File: config.mk
export PLATFORM = sky130hd
export DESIGN_NAME = seg7_scan_driver
export DESIGN_NICKNAME = d
export VERILOG_FILES = /design/src/rtl/seg7_pkg.sv /design/src/rtl/seg7_decode.sv /design/src/rtl/seg7_scan_driver.sv
export SDC_FILE = /design/constraint.sdc
export NUM_CORES = 1
export LEC_CHECK = 0
export BUFFER_PORTS_ARGS = -buffer_cell sky130_fd_sc_hd__buf_2
export CAP_MARGIN = 20
export CORE_MARGIN = 4
export CORE_UTILIZATION = 53
export DETAILED_ROUTE_END_ITERATION = 6
export PLACE_DENSITY_LB_ADDON = 0.3
export SETUP_SLACK_MARGIN = 0.05
export SYNTH_ARGS = -nofsm -noshare
export SYNTH_HDL_FRONTEND = slang
export SYNTH_SLANG_ARGS = --single-unit
File: constraint.sdc
create_clock -name clk -period 2.77 [get_ports clk]
set_input_delay 0.1385 -clock clk [delete_from_list [all_inputs] [get_ports clk]]
set_output_delay 0.1385 -clock clk [all_outputs]
set_load 0.01 [all_outputs]
File: src/rtl/seg7_pkg.sv
// seg7_pkg: shared constants for the seven-segment scan driver.
//   SEG_BLANK  - all segments off (active-low)
//   SEG_0..F   - active-low {a,b,c,d,e,f,g} patterns for hex digits
//   hex_to_seg - nibble to active-low segment pattern
package seg7_pkg;

  localparam logic [6:0] SEG_BLANK = 7'h7F;

  localparam logic [6:0] SEG_0 = 7'b0000001;
  localparam logic [6:0] SEG_1 = 7'b1001111;
  localparam logic [6:0] SEG_2 = 7'b0010010;
  localparam logic [6:0] SEG_3 = 7'b0000110;
  localparam logic [6:0] SEG_4 = 7'b1001100;
  localparam logic [6:0] SEG_5 = 7'b0100100;
  localparam logic [6:0] SEG_6 = 7'b0100000;
  localparam logic [6:0] SEG_7 = 7'b0001111;
  localparam logic [6:0] SEG_8 = 7'b0000000;
  localparam logic [6:0] SEG_9 = 7'b0000100;
  localparam logic [6:0] SEG_A = 7'b0001000;
  localparam logic [6:0] SEG_B = 7'b1100000;
  localparam logic [6:0] SEG_C = 7'b0110001;
  localparam logic [6:0] SEG_D = 7'b1000010;
  localparam logic [6:0] SEG_E = 7'b0110000;
  localparam logic [6:0] SEG_F = 7'b0111000;

  function automatic logic [6:0] hex_to_seg(input logic [3:0] nib);
    logic [6:0] seg;
    case (nib)
      4'h0: seg = SEG_0;
      4'h1: seg = SEG_1;
      4'h2: seg = SEG_2;
      4'h3: seg = SEG_3;
      4'h4: seg = SEG_4;
      4'h5: seg = SEG_5;
      4'h6: seg = SEG_6;
      4'h7: seg = SEG_7;
      4'h8: seg = SEG_8;
      4'h9: seg = SEG_9;
      4'hA: seg = SEG_A;
      4'hB: seg = SEG_B;
      4'hC: seg = SEG_C;
      4'hD: seg = SEG_D;
      4'hE: seg = SEG_E;
      default: seg = SEG_F;
    endcase
    return seg;
  endfunction

endpackage

File: src/rtl/seg7_decode.sv
// seg7_decode: combinational hex nibble to active-low segment decoder.
//   nibble_i - hex value to display
//   seg_n_o  - active-low segments {a,b,c,d,e,f,g}
module seg7_decode
  import seg7_pkg::*;
(
  input  logic [3:0] nibble_i,
  output logic [6:0] seg_n_o
);

  always_comb begin
    seg_n_o = hex_to_seg(nibble_i);
  end

endmodule

File: src/rtl/seg7_scan_driver.sv
// seg7_scan_driver: time-multiplexed driver for an N-digit common-anode
// seven-segment display with frame-atomic updates and leading-zero blanking.
//   clk         - system clock
//   rst_n       - synchronous active-low reset
//   data_in     - packed hex nibbles, nibble k drives digit k
//   dp_in       - per-digit decimal point request, active-high
//   lz_en       - leading-zero blanking enable
//   load        - strobe capturing data_in/dp_in into the pending register
//   upd_pending - a loaded value is waiting for the next frame boundary
//   seg_n       - active-low segments {a..g}, registered
//   dp_n        - active-low decimal point, registered
//   an_n        - active-low one-hot digit enables, registered
module seg7_scan_driver
  import seg7_pkg::*;
#(
  parameter int unsigned NUM_DIGITS = 4,
  parameter int unsigned SCAN_DIV   = 50000,
  parameter int unsigned CNT_W      = $clog2(SCAN_DIV),
  parameter int unsigned IDX_W      = (NUM_DIGITS > 1) ? $clog2(NUM_DIGITS) : 1
) (
  input  logic                    clk,
  input  logic                    rst_n,
  input  logic [4*NUM_DIGITS-1:0] data_in,
  input  logic [NUM_DIGITS-1:0]   dp_in,
  input  logic                    lz_en,
  input  logic                    load,
  output logic                    upd_pending,
  output logic [6:0]              seg_n,
  output logic                    dp_n,
  output logic [NUM_DIGITS-1:0]   an_n
);

  localparam logic [CNT_W-1:0] CNT_LAST = CNT_W'(SCAN_DIV - 1);
  localparam logic [IDX_W-1:0] IDX_LAST = IDX_W'(NUM_DIGITS - 1);

  logic [CNT_W-1:0]        div_cnt_q, div_cnt_d;
  logic [IDX_W-1:0]        idx_q, idx_d, next_idx;
  logic                    tick, frame_end;

  logic [4*NUM_DIGITS-1:0] act_q, act_d, pend_q, pend_d;
  logic [NUM_DIGITS-1:0]   act_dp_q, act_dp_d, pend_dp_q, pend_dp_d;
  logic                    upd_q, upd_d;

  logic [6:0]              seg_q, seg_d, dec_seg;
  logic                    dp_q, dp_d;
  logic [NUM_DIGITS-1:0]   an_q, an_d;

  logic [3:0]              sel_nib;
  logic                    sel_dp, sel_blank, zero_run;

  // Divider, index and load handshake.
  always_comb begin
    tick      = (div_cnt_q == CNT_LAST);
    frame_end = tick && (idx_q == IDX_LAST);
    div_cnt_d = tick ? '0 : div_cnt_q + CNT_W'(1);
    next_idx  = (idx_q == IDX_LAST) ? '0 : idx_q + IDX_W'(1);
    idx_d     = tick ? next_idx : idx_q;

    pend_d    = pend_q;
    pend_dp_d = pend_dp_q;
    act_d     = act_q;
    act_dp_d  = act_dp_q;
    upd_d     = upd_q;

    if (load) begin
      pend_d    = data_in;
      pend_dp_d = dp_in;
      upd_d     = 1'b1;
    end

    // A load coinciding with the frame boundary bypasses pending entirely.
    if (frame_end) begin
      if (load) begin
        act_d    = data_in;
        act_dp_d = dp_in;
        upd_d    = 1'b0;
      end else if (upd_q) begin
        act_d    = pend_q;
        act_dp_d = pend_dp_q;
        upd_d    = 1'b0;
      end
    end
  end

  // Digit selection reads act_d so that digit 0 at a frame boundary shows
  // the value being committed on that same edge. Blanking scans from the
  // most significant digit down, tracking whether everything above is zero.
  always_comb begin
    sel_nib   = '0;
    sel_dp    = 1'b0;
    sel_blank = 1'b0;
    zero_run  = 1'b1;
    for (int unsigned i = 0; i < NUM_DIGITS; i++) begin
      int unsigned k;
      k        = NUM_DIGITS - 1 - i;
      zero_run = zero_run & (act_d[4*k +: 4] == 4'h0);
      if (IDX_W'(k) == next_idx) begin
        sel_nib   = act_d[4*k +: 4];
        sel_dp    = act_dp_d[k];
        sel_blank = lz_en && zero_run && (k != 0);
      end
    end
  end

  seg7_decode u_decode (
    .nibble_i (sel_nib),
    .seg_n_o  (dec_seg)
  );

  always_comb begin
    seg_d = seg_q;
    dp_d  = dp_q;
    an_d  = an_q;
    if (tick) begin
      seg_d = sel_blank ? SEG_BLANK : dec_seg;
      dp_d  = ~sel_dp;
      for (int unsigned i = 0; i < NUM_DIGITS; i++) begin
        an_d[i] = (IDX_W'(i) != next_idx);
      end
    end
  end

  always_ff @(posedge clk) begin
    if (!rst_n) begin
      div_cnt_q <= '0;
      idx_q     <= '0;
      act_q     <= '0;
      act_dp_q  <= '0;
      pend_q    <= '0;
      pend_dp_q <= '0;
      upd_q     <= 1'b0;
      seg_q     <= SEG_BLANK;
      dp_q      <= 1'b1;
      an_q      <= '1;
    end else begin
      div_cnt_q <= div_cnt_d;
      idx_q     <= idx_d;
      act_q     <= act_d;
      act_dp_q  <= act_dp_d;
      pend_q    <= pend_d;
      pend_dp_q <= pend_dp_d;
      upd_q     <= upd_d;
      seg_q     <= seg_d;
      dp_q      <= dp_d;
      an_q      <= an_d;
    end
  end

  assign upd_pending = upd_q;
  assign seg_n       = seg_q;
  assign dp_n        = dp_q;
  assign an_n        = an_q;

endmodule

* Word level (Yosys, flattened, before mapping)
Memories as Yosys holds them, arrays and structs flattened.
Index checks and enable logic that the tools add are counted.
** Word-level totals
- Register bits :: 71
- Bits in latches :: 0
- Bits in writable memories :: 0
- ROM bits :: 112
- Input bits :: 24
- Output and inout port bits :: 13
- Memories :: 1
** Memory list
- (name not given) :: depth 16, width 7, rd ports 1, clocked after Yosys merged registers in 0, write ports 0, RTL line seg7_pkg.sv:28 : case (nib)
** Operators by class
- $add $sub $neg :: 2
- Multiply operators :: 0
- Divide/modulo/power cells :: 0
- Order comparisons :: 0
- Equal/unequal tests :: 8
- Shifts and indexed selects :: 0
- Mux-type cells :: 24
- Bitwise gates (word level) :: 4
- Reductions and logical operators :: 10
** Operators with widths (count)
- $mux W16 :: 3
- $mux W4 :: 7
- $add A16 B1 Y16 const B :: 1
- $eq A16 B16 Y1 const B :: 1
- $logic_not A4 Y1 :: 3
- $mux W1 :: 12
- $mux W7 :: 1
- $eq A2 B2 Y1 const A :: 2
- $logic_and A1 B1 Y1 :: 4
- $ne A2 B2 Y1 const A :: 2
- $add A2 B1 Y2 const B :: 1
- $and A1 B1 Y1 :: 2
- $eq A1 B2 Y1 const A :: 1
- $eq A2 B2 Y1 const B :: 1
- $logic_not A2 Y1 :: 1
- $mux W2 :: 1
- $ne A1 B2 Y1 const A :: 1
- $not A1 Y1 :: 2
- $reduce_bool A2 Y1 :: 1
- $reduce_or A2 Y1 :: 1

* Depth between registers and ports, before layout
Gate-level depths: netlist of run 1.
- Word-level depth :: 10
- Gate-level depth with buffers :: 14
- Mapped depth without buffers :: 12

* Modules after synthesis
A second synthesis of run 1 with hierarchy kept.
** Unflattened totals
- Cells, all modules :: 406
- Area, all modules :: 3627.2 µm²
** Modules (own cells, without submodules)
- seg7_scan_driver :: times used 1, cells an instance 374, area each 3353.2 µm², seq. area each 1421.4 µm²
- seg7_decode :: times used 1, cells an instance 32, area each 274.0 µm², seq. area each 0.0 µm²

* Worst setup path after synthesis of run 1
No wires, ideal clock.
- Kind :: reg2reg
- Start point :: register div_cnt_q[4]
- End point :: register seg_q[6], in the netlist seg_n[6]
- Setup time :: 0.119 ns
- Arrival time :: 2.871 ns
- Data required time :: 2.651 ns
- Path slack :: -0.219 ns
- Stages on the path, launching flop included :: 12
- Buffers on the path :: 1
- Period minus slack after synthesis :: 2.989 ns
- Path through :: dfxtp_1 -> or4_4 -> nor4_2 -> buf_2 -> a31oi_1 -> a32o_1 -> o211ai_4 -> inv_1 -> ha_1 -> a2111oi_0 -> o21ai_1 -> o221a_1
** On the way
- Cells in the longest elaborated chain, start to end :: 10
- Elaborated cells on any way between the ends :: 21
** Ends and longest elaborated chain
- from (decl) :: RTL line seg7_scan_driver.sv:36 : logic [CNT_W-1:0] div_cnt_q, div_cnt_d;
- from (signal assigned) :: RTL line seg7_scan_driver.sv:136 : div_cnt_q <= div_cnt_d;
- $eq A16 B16 Y1 (*) :: RTL line seg7_scan_driver.sv:53 : tick = (div_cnt_q == CNT_LAST);
- parallel branches: the longest is 9 deep, another holds $mem_v2 Z16 W7
- to (signal assigned) :: RTL line seg7_scan_driver.sv:143 : seg_q <= seg_d;
- to (decl) :: RTL line seg7_scan_driver.sv:44 : logic [6:0] seg_q, seg_d, dec_seg;
Mark *: on every way between the ends.
A chain may end at the register's enable or synchronous reset.

* Worst setup path after layout of run 1
- Start point :: register div_cnt_q[12]
- End point :: register seg_q[6], in the netlist seg_n[6]
The elaborated chain is that of the path after synthesis.

==> results of run 1 <==
-- layout by cell type, fill, tap and decap left out, types with 4 or more instances in the layout --
cell type,synthesis,layout
nand3_1,28,25
ha_1,12,8
dfxtp_1,71,67
xnor2_1,6,6
nand2_1,31,30
inv_1,15,13
nand4_1,4,4
o221ai_2,1,4
a31oi_1,18,15
a21oi_1,15,13
nand3_2,1,4
and3_1,7,7
and2_1,7,6
o22a_1,5,5
or3_1,4,4
o21ai_0,13,12
buf_4,1,59
xor2_1,8,8
a32oi_1,8,7
o41ai_1,4,4
nor2_1,66,66
dfxtp_2,0,4
clkbuf_8,0,10
buf_2,3,36
mux2i_1,24,23
-- area by class of cell --
class	instances	area, µm²	area share
Inverter	15	56.3	0.0115
Clock inverter	5	81.3	0.0167
Sequential cell	71	1430	0.292
Multi-Input combinational cell	329	2400	0.491
Clock buffer	11	141	0.0290
Tap cell	96	120	0.0246
Timing Repair Buffer	98	657	0.135
-- power breakdown --
| group | internal (W) | switching, W | total (W) | leakage, nW |
|---|---|---|---|---|
| Sequential | 0.00104 | 0.0000178 | 0.00106 | 0.579 |
| Clock | 0.000532 | 0.000411 | 0.000943 | 0.110 |
| Combinational | 0.0000603 | 0.0000909 | 0.000151 | 1.29 |
| Total | 0.00163 | 0.000519 | 0.00215 | 1.98 |
-- flip-flops by register name, indices dropped and copies added, names as in the netlist, 2 cells and up --
signal,cells
pend_dp_q,4
seg_n,7
div_cnt_q,16
act_dp_q,4
act_q,16
pend_q,16
an_n,4
idx_q,2
-- worst paths after layout --
path,startpoint,endpoint,slack [ns],depth (start not counted)
setup reg to reg,div_cnt_q[12],seg_n[6],-0.11,11
setup / recovery,div_cnt_q[12],seg_n[6],-0.11,11
hold / removal,data_in[15],pend_q[15],0.04,3
hold reg to reg,seg_n[1],seg_n[1],0.48,1
-- tightest hold or removal path, stage by stage --
cell and delay, ns:
buf_2 0.09, mux2i_1 0.06, nor2_1 0.07
-- kinds of logic (layout without fill, tap and decap cells) --
family | Yosys count | in the layout | synth area share
multiplexers | 24 | 24 | 0.0636
flip-flops | 71 | 71 | 0.376
AND/OR/NAND/NOR | 169 | 169 | 0.222
adder cells (fa/ha/maj) | 12 | 12 | 0.0397
XOR/XNOR | 14 | 14 | 0.0325
AO/OA/AOI/OAI | 110 | 110 | 0.219
buffers and inverters | 40 | 129 | 0.0470
-- what timing repair did --
item                                    4_1_cts  5_1_grt
buffers inserted                              3        8
resized for setup                             8       28
endpoints found under the setup margin        7        7
pin swaps                                     7       11
-- metrics by stage --
| step | cell area [µm²] | TNS (ns) | worst slack (ns) |
|---|---|---|---|
| 3_3_place_gp | 4400 | -0.190 | -0.0741 |
| 2_1_floorplan | 3840 | -0.0635 | -0.0378 |
| 3_5_place_dp | 4400 | -0.863 | -0.188 |
| 6_report | 4880 | -0.341 | -0.111 |
| 5_1_grt | 4880 | -1.11 | -0.214 |
| 4_1_cts | 4680 | -0.136 | -0.0541 |
-- layer usage --
metal | global-route usage | share of wire | up-vias
met1 | 0.295 | 0.40 | 1786
li1 | - | - | 1782
met4 | 0.134 | 0.031 | 0
met2 | 0.438 | 0.51 | 151
met5 | 0 | 0 | -
met3 | 0.0528 | 0.061 | 39
==> flow_metrics.tcl, run 1 <==
set metrics [dict create \
    outcome "finished, violations left" \
    violations "setup timing" \
    critPathSlowestCell "or4_4" \
    clock_latency_ns 0.35 \
    post-synth-top-count-cell "dfxtp_1" \
    clk_path_buf_depth 2 \
    nets 560 \
    finalPower_w 0.00215 \
    relSlewSlack 0.461 \
    crit_arrival_ns 3.12 \
    wire_per_inst_um 17.3 \
    worstPathCellList "or4_4 > nor4_4 > buf_6 > a31oi_4 > a32o_2 > o211ai_4 > inv_2 > ha_4 > a2111oi_4 > o21ai_1 > o221a_1" \
    ys_ff_latch 71 \
    synth_nets 476 \
    clockRootBuffer "clkbuf_8" \
    rsz0062_at_grt "yes" \
    fmax_mhz 347 \
    remaining_drc_errors 0 \
    hp-class "in2reg" \
    power_density_nw_per_um2 441 \
    synthesis.area_um2 3780 \
    crit_path_start_kind "flop" \
    path_delay_family "compound AO/OA/AOI/OAI gates" \
    maxCapViolCount 0 \
    syn_inst 440 \
    antenna_found_initial 0 \
    core_um2 6870 \
    ys_top_cells_by_count "dfxtp_1 (71), nor2_1 (66), nand2_1 (31)" \
    area_growth_pct 29.1 \
    dieWidth_um 92.4 \
    cp_max_fo 5 \
    crit_type "reg2reg" \
    rows 30 \
    final_antenna_net_count 0 \
    drtIter0Drc 252 \
    grt-ovfl-total 0 \
    max_stage_delay_ns 0.58 \
    slew_violations 0 \
    io_buffers 36 \
    die_height_um 92.4 \
    die_area_um2 8540 \
    instances_no_fill 625 \
    n_antenna_cell 0 \
    worst_slew_pin_slew_ns 0.808 \
    drive_gt1_frac 0.302 \
    globalplace.congestion 0.969 \
    hold_viol_final 0 \
    grt_max_degree 23 \
    post-route-util 0.710 \
    hold_ws_ns 0.0393 \
    finClkSkew_ns 0.0139 \
    fill_cells 550 \
    vias_per_cell 6.01 \
    setup_ws_ns -0.111 \
    cts_sinks 71 \
    synth_top_area_cell "dfxtp_1" \
    grt_pass1_vias 3699 \
    synth_edf_count 0 \
    routed_wirelength_um 10800 \
    setup_viol 5 \
    place_hpwl_um 7630 \
    ys_async_sr_fraction 0 \
    start_util 0.550 \
    yosys.area.top_type_share 0.376 \
    period_share 1.04 \
    ys.flop_type "dfxtp_1" \
    htree_num_levels 3 \
    yosysSeqAreaShare 0.376 \
    grt_pass1_wl_um 17300 \
    grt_use_total 0.254 \
    yosys_warnings 0 \
    synthTopCellsByArea "dfxtp_1 (38%), nor2_1 (6.6%), mux2i_1 (6.4%)" \
    cts-buffers-inserted 9 \
    peakVddDrop_uv 258 \
    leakage_nw 1.98 \
    hold_buffers 0 \
    dr.pass1.iters 6 \
    cts_tree "built" \
    vias 3758 \
    synth_cell_type_count 70 \
    avgSynthCellArea_um2 8.59 \
    ios 37 \
    cts.clk_slew.worst_paths_ns 0.09 \
    cp_num_buf_inv 2 \
    endpoint_kind "flop" \
    period_minus_slack_ns 2.88 \
    place_inst 598 \
    worstPathRequired_ns 3.01 \
]
No activity file was read; power rests on OpenSTA's default activity.
==> run 2, diff against run 1 <==
--- a/config.mk
+++ b/config.mk
@@ -5,6 +5,7 @@
 export SDC_FILE = /design/constraint.sdc
 export NUM_CORES = 1
 export LEC_CHECK = 0
+export ABC_AREA = 1
 export BUFFER_PORTS_ARGS = -buffer_cell sky130_fd_sc_hd__buf_2
 export CAP_MARGIN = 20
 export CORE_MARGIN = 4
==> flow_metrics.tcl, run 2 <==
set metrics [dict create \
    rsz0062_at_grt "no" \
    endpoint_kind "flop" \
    finalPower_w 0.00210 \
    power_density_nw_per_um2 475 \
    clockRootBuffer "clkbuf_8" \
    peakVddDrop_uv 307 \
    setup_viol 0 \
    core_um2 6910 \
    synthesis.area_um2 3830 \
    grt_max_degree 40 \
    crit_path_start_kind "flop" \
    cts_tree "built" \
    slew_violations 0 \
    htree_num_levels 3 \
    ys.flop_type "dfxtp_1" \
    antenna_found_initial 0 \
    leakage_nw 1.92 \
    period_share 0.886 \
    synth_top_area_cell "dfxtp_1" \
    n_antenna_cell 0 \
    grt-ovfl-total 0 \
    synthTopCellsByArea "dfxtp_1 (37%), nand2_1 (19%), a21oi_1 (8.2%)" \
    avgSynthCellArea_um2 6.58 \
    outcome "completed" \
    yosys_warnings 0 \
    vias_per_cell 5.08 \
    ys_ff_latch 71 \
    clk_path_buf_depth 2 \
    final_antenna_net_count 0 \
    period_minus_slack_ns 2.45 \
    start_util 0.555 \
    post-route-util 0.640 \
    crit_type "reg2reg" \
    dr.pass1.iters 4 \
    ys_top_cells_by_count "nand2_1 (195), dfxtp_1 (71), a21oi_1 (63)" \
    cts-buffers-inserted 9 \
    final_common_cell "nand2_1" \
    grt_pass1_vias 3534 \
    wire_per_inst_um 12.4 \
    multiInputGateArea_um2 2160 \
    grt_use_total 0.223 \
    cts.clk_slew.worst_paths_ns 0.08 \
    seqCellArea_um2 1420 \
    routed_wirelength_um 9000 \
    place_hpwl_um 6730 \
    fin_tns_setup_ns 0 \
    synth_cell_type_count 38 \
    hold_buffers 0 \
    hp-class "in2reg" \
    fill_cells 672 \
    crit_arrival_ns 2.74 \
    syn_inst 583 \
    yosys.area.top_type_share 0.371 \
    drtIter0Drc 173 \
    yosysSeqAreaShare 0.371 \
    fmax_mhz 408 \
    dieWidth_um 93.1 \
    worstPathRequired_ns 3.06 \
    nets 662 \
    maxCapViolCount 0 \
    synth_edf_count 0 \
    vias 3690 \
    area_growth_pct 15.3 \
    cts_sinks 71 \
    finClkSkew_ns 0.00856 \
    post-synth-top-count-cell "nand2_1" \
    globalplace.congestion 0.900 \
    ys_async_sr_fraction 0 \
    io_buffers 36 \
    die_height_um 93.1 \
    grt_pass1_wl_um 15600 \
    clock_latency_ns 0.35 \
    ios 37 \
    rows 30 \
    relSlewSlack 0.513 \
    hold_viol_final 0 \
    mostFrequentLayoutCells "nand2_1 (194), dfxtp_1 (71), a21oi_1 (63)" \
    worst_slew_pin_slew_ns 0.730 \
    die_area_um2 8660 \
    synth_nets 619 \
    remaining_drc_errors 0 \
    drive_gt1_frac 0.160 \
    cp_max_fo 6 \
    reg_top3 "act_q (16), div_cnt_q (16), pend_q (16)" \
]
## run 2: metrics by stage
step / instances / hold slack, ns / worst slack (ns) / area, µm²
2_1_floorplan: 583 / 0.264 / 0.555 / 3830
3_3_place_gp: 707 / 0.404 / 0.282 / 4120
3_5_place_dp: 707 / 0.411 / 0.185 / 4120
4_1_cts: 723 / 0.0280 / 0.165 / 4340
5_1_grt: 727 / 0.0393 / 0.0530 / 4420
6_report: 727 / 0.0409 / 0.317 / 4420
## run 2: cell families (layout without fill, tap and decap cells)
group | after synthesis | count (layout) | synth area share
flip-flops | 71 | 71 | 0.371
AND/OR/NAND/NOR | 329 | 329 | 0.368
AO/OA/AOI/OAI | 93 | 93 | 0.134
XOR/XNOR | 1 | 1 | 0.00229
buffers and inverters | 73 | 121 | 0.0754
multiplexers | 4 | 4 | 0.0104
adder cells (fa/ha/maj) | 12 | 12 | 0.0392
## run 2: critical path, cell delays in order, from the launching register on
cell and delay, ns:
dfxtp_1 0.37, ha_2 0.22, nand3_2 0.13, nor2_4 0.17, nand3_4 0.13, buf_12 0.16
or2_4 0.25, a21oi_4 0.19, inv_2 0.05, nand2_2 0.09, ha_1 0.19, nand3_1 0.10
a21oi_1 0.19, nor2_1 0.06, nor2_1 0.07
## run 2: report_power, final
part | switching, W | internal, W
clock network | 0.000392 | 0.000532
logic | 0.0000803 | 0.0000434
registers | 0.0000103 | 0.00104
total | 0.000483 | 0.00162
## run 2: timing repair
| item | CTS | global route |
|---|---|---|
| setup buffers | 0 | 4 |
| setup endpoints to repair | 0 | 6 |
| resized for setup | 0 | 8 |
## run 2: path summary, 6_finish.rpt
kind                                    from   endpoint  slack, ns  cells past startpoint
worst max-delay path            div_cnt_q[0]   seg_n[6]       0.32                     14
worst min-delay path              data_in[3]  pend_q[3]       0.04                      3
worst max register to register  div_cnt_q[0]   seg_n[6]       0.32                     14
worst min register to register     pend_q[0]  pend_q[0]       0.46                      2
## run 2: cell type report
class                      instances  share of cell area
clock inverter                     5              0.0184
inverter                          57              0.0484
timing repair buffer              48              0.0640
sequential                        71               0.322
multi-input combinational        439               0.488
tap                               96              0.0272
clock buffer                      11              0.0320
## run 2: per-layer routing
layer,GRT usage,share of wire,vias to the layer above
met4,0.0806,0.021,0
met3,0.0483,0.038,17
met1,0.272,0.45,1661
met5,0,0,-
met2,0.387,0.49,61
li1,-,-,1951
